--- config.mk ---
export PLATFORM = sky130hd
export DESIGN_NAME = shift_reg_chain
export DESIGN_NICKNAME = d
export VERILOG_FILES = /design/src/rtl/shift_pkg.sv /design/src/rtl/shift_stage.sv /design/src/rtl/shift_reg_chain.sv
export SDC_FILE = /design/constraint.sdc
export NUM_CORES = 1
export LEC_CHECK = 0
export ABC_AREA = 0
export BUFFER_PORTS_ARGS = -buffer_cell sky130_fd_sc_hd__buf_2
export CAP_MARGIN = 20
export CELL_PAD_IN_SITES_DETAIL_PLACEMENT = 1
export CELL_PAD_IN_SITES_GLOBAL_PLACEMENT = 1
export CORE_AREA = 2 2 39 41
export CTS_CLUSTER_SIZE = 25
export DETAILED_ROUTE_END_ITERATION = 6
export DIE_AREA = 0 0 41 43
export PLACE_DENSITY_LB_ADDON = 0.12
export SETUP_SLACK_MARGIN = 0.15
export SKIP_CTS_REPAIR_TIMING = 1
export SLEW_MARGIN = 40
export SYNTH_ARGS = -nofsm -noshare
export SYNTH_HDL_FRONTEND = slang
export SYNTH_SLANG_ARGS = --single-unit
--- constraint.sdc ---
create_clock -name clk -period 3.1 [get_ports clk]
set_clock_uncertainty 0.15 [all_clocks]
set_input_delay 0.62 -clock clk [delete_from_list [all_inputs] [get_ports clk]]
set_output_delay 0.62 -clock clk [all_outputs]
set_load 0.02 [all_outputs]
--- src/rtl/shift_pkg.sv ---
// Shared definitions for the shift register chain: operating-mode encodings.
package shift_pkg;

  typedef enum logic [1:0] {
    MODE_HOLD   = 2'b00,
    MODE_SHIFT  = 2'b01,
    MODE_LOAD   = 2'b10,
    MODE_ROTATE = 2'b11
  } mode_t;

endpackage

--- src/rtl/shift_stage.sv ---
// One WIDTH-bit stage of the chain: hold / shift-or-rotate input / parallel load.
module shift_stage
  import shift_pkg::*;
#(
  parameter int WIDTH = 1
) (
  input  logic             clk,
  input  logic             reset,
  input  logic             en,
  input  logic [1:0]       mode,
  input  logic [WIDTH-1:0] shift_in,
  input  logic [WIDTH-1:0] load_in,
  input  logic [WIDTH-1:0] reset_val,
  output logic [WIDTH-1:0] q
);

  mode_t mode_e;
  assign mode_e = mode_t'(mode);

  // SHIFT and ROTATE differ only in what the parent feeds onto shift_in.
  always_ff @(posedge clk) begin
    if (reset) begin
      q <= reset_val;
    end else if (en) begin
      case (mode_e)
        MODE_SHIFT, MODE_ROTATE: q <= shift_in;
        MODE_LOAD:               q <= load_in;
        default:                 q <= q;
      endcase
    end
  end

endmodule

--- src/rtl/shift_reg_chain.sv ---
// Parametrised DEPTH x WIDTH shift register with hold/shift/load/rotate modes,
// a selectable tap, a parallel view and a saturating fill counter.
module shift_reg_chain
  import shift_pkg::*;
#(
  parameter int               WIDTH     = 1,
  parameter int               DEPTH     = 3,
  parameter logic [WIDTH-1:0] RESET_VAL = '0,
  localparam int              TAP_W     = (DEPTH > 1) ? $clog2(DEPTH) : 1,
  localparam int              CNT_W     = $clog2(DEPTH + 1)
) (
  input  logic                   clk,
  input  logic                   reset,
  input  logic                   en,
  input  logic [1:0]             mode,
  input  logic [WIDTH-1:0]       d,
  input  logic [DEPTH*WIDTH-1:0] load_data,
  input  logic [TAP_W-1:0]       tap_sel,
  output logic [WIDTH-1:0]       q,
  output logic [WIDTH-1:0]       tap_q,
  output logic [DEPTH*WIDTH-1:0] par_q,
  output logic [CNT_W-1:0]       fill_cnt,
  output logic                   primed
);

  localparam logic [CNT_W-1:0] FULL_CNT = CNT_W'(DEPTH);

  mode_t            mode_e;
  logic [WIDTH-1:0] stage [DEPTH];
  logic [CNT_W-1:0] cnt_next;

  assign mode_e = mode_t'(mode);

  for (genvar i = 0; i < DEPTH; i++) begin : g_stage
    logic [WIDTH-1:0] shift_in;

    // Stage 0 takes d when shifting and wraps the last stage when rotating.
    if (i == 0) begin : g_head
      assign shift_in = (mode_e == MODE_ROTATE) ? stage[DEPTH-1] : d;
    end else begin : g_body
      assign shift_in = stage[i-1];
    end

    shift_stage #(
      .WIDTH (WIDTH)
    ) u_stage (
      .clk       (clk),
      .reset     (reset),
      .en        (en),
      .mode      (mode),
      .shift_in  (shift_in),
      .load_in   (load_data[i*WIDTH +: WIDTH]),
      .reset_val (RESET_VAL),
      .q         (stage[i])
    );

    assign par_q[i*WIDTH +: WIDTH] = stage[i];
  end

  assign q = stage[DEPTH-1];

  // Out-of-range selects fall back to the last stage.
  always_comb begin
    tap_q = stage[DEPTH-1];
    for (int i = 0; i < DEPTH; i++) begin
      if (tap_sel == TAP_W'(i)) tap_q = stage[i];
    end
  end

  always_comb begin
    cnt_next = fill_cnt;
    if (en) begin
      case (mode_e)
        MODE_SHIFT: if (fill_cnt != FULL_CNT) cnt_next = fill_cnt + CNT_W'(1);
        MODE_LOAD:  cnt_next = FULL_CNT;
        default:    cnt_next = fill_cnt;
      endcase
    end
  end

  // primed is registered from the next count so it is a plain flop output.
  always_ff @(posedge clk) begin
    if (reset) begin
      fill_cnt <= '0;
      primed   <= 1'b0;
    end else begin
      fill_cnt <= cnt_next;
      primed   <= (cnt_next == FULL_CNT);
    end
  end

endmodule
Yosys cells after proc, flatten, opt, wreduce, memory -nomap -nowiden
Cells that the tools add are included.
- bits in registers: 6
- bits of input ports: 11
- output and inout port bits: 8
- logic and storage cells: 27
- add/sub/neg operators: 1
- equal/unequal tests: 7
- multiplexer cells: 10
- reductions and logical operators: 4
- operators by type and width (cell ; count):
    2-bit equality test, second input constant ; 4
    1-bit case mux with 2 select lines ; 3
    2-bit by 1-bit equality test with 1-bit output, second input constant ; 2
    1-bit 2-to-1 mux ; 4
    2-bit 2-to-1 mux ; 2
    2-bit case mux with 2 select lines ; 1
    2-bit by 1-bit adder with 2-bit output, second input constant ; 1
    2-bit logical NOT ; 1
    2-bit != test, second input constant ; 1
    2-bit AND reduction ; 1
    2-bit nonzero test ; 1
    2-bit OR reduction ; 1

Logic depth before layout (Yosys ltp)
Gate-level depths: netlist (run 1).
- depth after elaboration: 5
- gate-level depth with buffers: 6
- gate-level depth less buffers: 5

Hierarchy
Synthesis (run 1) repeated with hierarchy kept, for this count alone.
- cells, all modules: 54
- area, all modules: 483.0 sq um
- modules (own cells, without submodules) (module ; instances ; cells an instance ; area each (sq um) ; seq. area each (sq um)):
    shift_reg_chain ; 1 ; 30 ; 257.7 ; 60.1
    shift_stage ; 3 ; 8 ; 75.1 ; 30.0

Worst setup path after synthesis (run 1)
No wires, ideal clock.
- path type: input-to-output
- start point: in tap_sel[0]
- end point: out tap_q
- data arrival time: 1.199 ns
- setup slack: 1.131 ns
- stages on the path: 2
- buffers on the path: 0
- cells stage by stage: mux2i_1 o21ai_0
- word-level cells in the longest chain between the ends: 4
- elaborated cells on any way between the ends: 6
- ends and longest elaborated chain (item ; RTL line ; RTL):
    from (decl) ; shift_reg_chain.sv:18 ; input logic [TAP_W-1:0] tap_sel,
    2-bit logical NOT ; shift_reg_chain.sv:66 ; if (tap_sel == TAP_W'(i)) tap_q = stage[i];
    1-bit 2-to-1 mux (2 in a row) ; shift_reg_chain.sv:66 ;
    1-bit 2-to-1 mux (*) ; shift_reg_chain.sv:66 ;
    to (decl) ; shift_reg_chain.sv:20 ; output logic [WIDTH-1:0] tap_q,
Every way passes the cells marked *; elsewhere a longest branch is shown, timed or not.

Worst setup path in the final report (run 1)
Ends and elaborated chain as after synthesis.

==> results of run 1 <==
[area by class of cell]
class,count,area [um^2]
fill,182,895.9
multi-input combinational,30,220.2
tap,16,20.02
sequential,6,120.1
timing repair buffer,18,90.09
clock buffer,3,22.52
inverter,4,15.01
[sequential cells by signal (all words and copies together), names as in the netlist]
| name | flops |
|---|---|
| primed | 1 |
| fill_cnt | 2 |
| g_stage.u_stage.q | 3 |
[report_power, final]
part / leakage (nW) / switching (mW) / internal [mW]
Combinational: 0.174 / 0.0273 / 0.0214
Clock: 0.0138 / 0.0263 / 0.0437
Sequential: 0.0492 / 0.00489 / 0.0824
Total: 0.237 / 0.0584 / 0.148
[logic make-up after synthesis]
kind of cell | after synthesis
flip-flops | 6
AND/OR/NAND/NOR | 11
adder cells (fa/ha/maj) | 4
buffers and inverters | 8
AO/OA/AOI/OAI | 11
multiplexers | 4
[metal layers]
metal | wire, um | part of all wire, % | up-vias | track usage [%]
met5 | 0 | 0 | - | 0
met4 | 0 | 0 | 0 | 8.000
met3 | 73 | 9.1 | 0 | 3.141
met2 | 387 | 48 | 15 | 16.25
met1 | 343 | 43 | 164 | 13.27
li1 | - | - | 189 | -
[stage by stage]
| stage | cells | area, um^2 | utilization [%] | hold WS [ns] |
|---|---|---|---|---|
| 2_1_floorplan | 44 | 382.9 | - | 0.3140 |
| 3_3_place_gp | 74 | 465.4 | 33.63 | 0.3414 |
| 3_5_place_dp | 74 | 465.4 | 33.63 | 0.3491 |
| 4_1_cts | 77 | 488.0 | 35.26 | 0.3587 |
| 5_1_grt | 77 | 488.0 | 35.26 | 0.3838 |
| 6_report | 77 | 488.0 | 35.26 | 0.3548 |
[cells in the final DEF (no fill, tap or decap), drive strengths merged]
cell type | Yosys | final
ha | 4 | 4
a31oi | 1 | 1
mux2i | 3 | 3
o22ai | 1 | 1
nand3 | 2 | 2
nand2 | 2 | 2
dfxtp | 6 | 6
a211oi | 3 | 3
o211ai | 1 | 1
nor2 | 3 | 3
a21oi | 2 | 2
buf | 4 | 18
clkbuf | 0 | 3
and2b | 1 | 1
o21ai | 2 | 2
nand4 | 1 | 1
a221oi | 1 | 1
nand2b | 2 | 2
mux2 | 1 | 1
inv | 4 | 4
[worst max-delay path by stage]
stage                     from    end  slack, ns  cells past startpoint
finish              tap_sel[0]  tap_q       1.21                      4
CTS                 tap_sel[0]  tap_q       1.20                      4
detailed placement  tap_sel[0]  tap_q       1.20                      4
floorplan           tap_sel[0]  tap_q       1.13                      2
global route        tap_sel[0]  tap_q       1.13                      4
global placement    tap_sel[0]  tap_q       1.20                      4
[worst max-delay path: stages]
cell and delay [ns]:
buf_2 0.10, mux2i_1 0.10, o21ai_0 0.12, buf_2 0.18
==> impl_metrics.yaml, run 1 <==
status:
  status: "completed"
worst_hold_path:
  hold_class: "register to register"
  hold-path-endpoint: "g_stage[0].u_stage.q"
  hold_depth: 2
  hold_start: "g_stage[0].u_stage.q"
drt:
  drc_errors: 0
  ant_nets: 0
  first_iter_violations: 5
  vias_per_cell: 4.779
  wire_per_inst_um: 10.44
  wirelength_um: 804
  drt_pass1_iterations: 2
  vias: 368
setup_path:
  critPathRequiredTime_ns: 2.33
  reg2reg_slack_ns: 1.99
  cp.arrival_ns: 1.12
  start_kind: "primary input"
  r2r_cells: 3
  r2r_start: "g_stage[2].u_stage.q"
  timing.rr.end: "g_stage[0].u_stage.q"
  critPathCaptureType: "output pin"
  crit_type: "primary input to output pin"
  critPathMaxFanout: 1
sta:
  fin_crit_ns: 1.894
  hold_viol: 0
  finalSetupViolations: 0
  tns_ns: 0
  slew_violations: 0
  tightest_slew_ns: 0.3068
  max_slew_margin_pct: 79.55
  setup_ws_ns: 1.206
  rsz0062_at_grt: "no"
  fin_crit_sh_pct: 61.08
  fmax_mhz: 528.1
die:
  die_y_um: 43
  coreArea_um2: 1384
  ios: 19
  die_w_um: 41
  num_rows: 14
  initial_core_util_pct: 27.67
  dieArea_um2: 1763
yosys:
  synth_xor_area_share_pct: 0
  synthArstFlopShare_pct: 0
  ys_types: 20
  yosys.area_share.simple_pct: 15.03
  synth_compound_area_share_pct: 18.63
  synth_most_common_cell: "dfxtp_1"
  synth_common_cells: "6 x dfxtp_1, 4 x ha_1, 4 x inv_1"
  synth_area_leaders: "dfxtp_1 31%, ha_1 13%, mux2i_1 7.8%"
  syn_area_per_cell_um2: 8.702
  ys.flop_type: "dfxtp_1"
  synthesis.area_um2: 382.9
  synth_nets: 59
  netlist_instances: 44
  yosys_warnings: 0
  yosysTopAreaCellShare_pct: 31.37
  yosys.area_share.adder_pct: 13.07
  synth_edf_count: 0
  synth_top_cell_by_area: "dfxtp_1"
  synth_seq_cells: 6
  ys_seq_area_share_pct: 31.37
  synth_top_family_by_area: "compound AO/OA/AOI/OAI gates"
  synth.area.mux_share_pct: 10.78
clocking:
  htreeDepth: 1
  clkLatencyLatePin_ns: 0.24
  cts-root-buf: "clkbuf_4"
  clockBufferDepth: 2
  cts_buffers: 3
  cts_tree: "built"
  clk_pin_slew_ns: 0.04
  cts.sinks: 6
placement:
  dp_hpwl_um: 649.5
  place_ws_ns: 1.198
  place.gp.congestion: 0.6733
  port_buffers: 18
power_and_ir_drop:
  power.total_mw: 0.2059
  ir_worst_vdd_uv: 126.4
  powerDensity_nw_per_um2: 422.1
  p_leak_nw: 0.2366
job:
  max_cap_violations: 0
grt:
  grt_pass1_vias: 329
  track_usage_pct: 11.17
  grt_overflow: 0
  grt_pass1_wl_um: 1297
  grt_antenna_before_repair: 0
  grt_max_degree: 8
cells_and_area:
  fin_nets: 78
  area_growth_pct: 27.45
  drive_above_1_share_pct: 37.70
  antennaDiodeCount: 0
(Power assumes the default switching activity.)
==> inputs of run 2 (changes only) <==
--- a/config.mk
+++ b/config.mk
@@ -5,15 +5,15 @@
 export SDC_FILE = /design/constraint.sdc
 export NUM_CORES = 1
 export LEC_CHECK = 0
-export ABC_AREA = 0
+export ABC_AREA = 1
 export BUFFER_PORTS_ARGS = -buffer_cell sky130_fd_sc_hd__buf_2
 export CAP_MARGIN = 20
 export CELL_PAD_IN_SITES_DETAIL_PLACEMENT = 1
 export CELL_PAD_IN_SITES_GLOBAL_PLACEMENT = 1
-export CORE_AREA = 2 2 39 41
+export CORE_ASPECT_RATIO = 1.1
+export CORE_UTILIZATION = 27
 export CTS_CLUSTER_SIZE = 25
 export DETAILED_ROUTE_END_ITERATION = 6
-export DIE_AREA = 0 0 41 43
 export PLACE_DENSITY_LB_ADDON = 0.12
 export SETUP_SLACK_MARGIN = 0.15
 export SKIP_CTS_REPAIR_TIMING = 1
==> constraint.sdc (replaced) <==
create_clock -name clk -period 1.83 [get_ports clk]
set_clock_uncertainty 0.15 [all_clocks]
set_input_delay 0.366 -clock clk [delete_from_list [all_inputs] [get_ports clk]]
set_output_delay 0.366 -clock clk [all_outputs]
set_load 0.02 [all_outputs]
==> run 2 against run 1 <==
Net effect:
- die area fell by 6.1%
- routed wire length rose by 10%
- clock power rose by 72%
- via count rose by 16%
- worst setup slack got worse by 0.91 ns
- first-iteration DRC count did not move
- count of clock-buffer cells in the layout did not move
- total power rose by 70%
- utilization rose by 1.9 points
- critical path type is now register to output pin
- highest routed layer unchanged
==> impl_metrics.yaml, run 2 <==
grt:
  track_usage_pct: 13.53
  grt_antenna_before_repair: 0
  grt_pass1_wl_um: 1573
  grt_overflow: 0
  grt_pass1_vias: 405
  grt_max_degree: 6
power_and_ir_drop:
  powerDensity_nw_per_um2: 682.7
  power.total_mw: 0.3511
  ir_worst_vdd_uv: 367.0
  p_leak_nw: 0.3141
setup_path:
  cp.arrival_ns: 1.02
  critPathMaxFanout: 3
  start_kind: "register"
  critPathCaptureType: "output pin"
  crit_type: "register to output pin"
  critPathRequiredTime_ns: 1.31
placement:
  place_ws_ns: 0.3623
  place_inst: 96
  dp_hpwl_um: 734.7
  port_buffers: 18
  place.gp.congestion: 0.6815
  placed_area_um2: 491.7
yosys:
  synth_area_leaders: "dfxtp_1 30%, nand2_1 24%, inv_1 13%"
  ys_seq_area_share_pct: 29.72
  synth_common_cells: "26 x nand2_1, 14 x inv_1, 6 x dfxtp_1"
  ys_types: 11
  yosysTopAreaCellShare_pct: 29.72
  syn_area_per_cell_um2: 6.218
  synth_top_cell_by_area: "dfxtp_1"
  synth_nets: 80
  netlist_instances: 65
  synthArstFlopShare_pct: 0
  synthesis.area_um2: 404.1
  synth_edf_count: 0
  ys.flop_type: "dfxtp_1"
  synth_most_common_cell: "nand2_1"
  synth_seq_cells: 6
  yosys_warnings: 0
sta:
  setup_ws_ns: 0.2945
  finalSetupViolations: 0
  slew_violations: 0
  fin_crit_ns: 1.536
  max_slew_margin_pct: 87.87
  rsz0062_at_grt: "no"
  tightest_slew_ns: 0.1820
  fin_crit_sh_pct: 83.91
  hold_slack_ns: 0.2160
  fmax_mhz: 651.3
  hold_viol: 0
  tns_ns: 0
drt:
  wire_per_inst_um: 8.929
  wirelength_um: 884
  first_iter_violations: 5
  ant_nets: 0
  vias_per_cell: 4.313
  drc_errors: 0
  vias: 427
  drt_pass1_iterations: 2
cells_and_area:
  drive_above_1_share_pct: 26.51
  fin_cells: 99
  largest_reg_flops: 3
  fin_nets: 100
  multiInputGateArea_um2: 209.0
  n_fill_cell: 199
  largestRegisters: "g_stage.u_stage.q x3, fill_cnt x2, primed x1"
  antennaDiodeCount: 0
  utilization_pct: 37.16
  area_growth_pct: 27.24
  final_cell_mix: "26 x nand2_1, 18 x buf_2, 14 x inv_1"
  finish.instance_area_um2: 514.2
  mostFrequentLayoutCell: "nand2_1"
  regMostFlops: "g_stage.u_stage.q"
  seqCellArea_um2: 120.1
die:
  dieArea_um2: 1656
  die_y_um: 42.58
  coreArea_um2: 1384
  num_rows: 14
  die_w_um: 38.89
  ios: 19
  initial_core_util_pct: 29.20
clocking:
  cts_tree: "built"
  cts_buffers: 3
  htreeDepth: 1
  clockBufferDepth: 2
  clkLatencyLatePin_ns: 0.24
  cts-root-buf: "clkbuf_4"
  clk_pin_slew_ns: 0.05
  cts.sinks: 6
status:
  status: "completed"
worst_hold_path:
  hold_class: "primary input to register"
job:
  max_cap_violations: 0
==> run 2: per-layer routing <==
| metal | global-route usage (%) | share of wire [%] | up-vias |
|---|---|---|---|
| met4 | 2.069 | 0 | 0 |
| li1 | - | - | 225 |
| met2 | 23.00 | 47 | 14 |
| met5 | 0 | 0 | - |
| met1 | 15.13 | 46 | 188 |
| met3 | 6.383 | 7.0 | 0 |
==> run 2: layout make-up <==
| type | count | share of cell area [%] |
|---|---|---|
| clock buffer | 3 | 4.380 |
| sequential | 6 | 23.36 |
| tap | 16 | 3.893 |
| inverter | 14 | 10.22 |
| multi-input combinational | 42 | 40.63 |
| timing repair buffer | 18 | 17.52 |
==> run 2: final timing paths <==
| kind | from | to | slack [ns] | cells after the start |
|---|---|---|---|---|
| worst min register to register | g_stage[2].u_stage.q | g_stage[2].u_stage.q | 0.34 | 2 |
| worst min-delay path | reset | g_stage[2].u_stage.q | 0.22 | 2 |
| worst max-delay path | g_stage[0].u_stage.q | tap_q | 0.29 | 4 |
| worst max register to register | fill_cnt[1] | primed | 0.89 | 6 |
==> run 2: kinds of logic after synthesis <==
family	share of synthesized area, %
AO/OA/AOI/OAI	10.22
flip-flops	29.72
AND/OR/NAND/NOR	29.10
adder cells (fa/ha/maj)	12.38
buffers and inverters	18.58
==> run 2: power breakdown <==
group,switching (mW),total (mW),internal (mW)
clock,0.0456,0.120,0.0740
combinational,0.0521,0.0851,0.0331
sequential,0.00638,0.146,0.140
==> run 2: critical path: stages, from the launching register on <==
cell and delay, ns:
dfxtp_1 0.34, inv_1 0.06, o21ai_1 0.11, o21a_1 0.11
buf_2 0.15
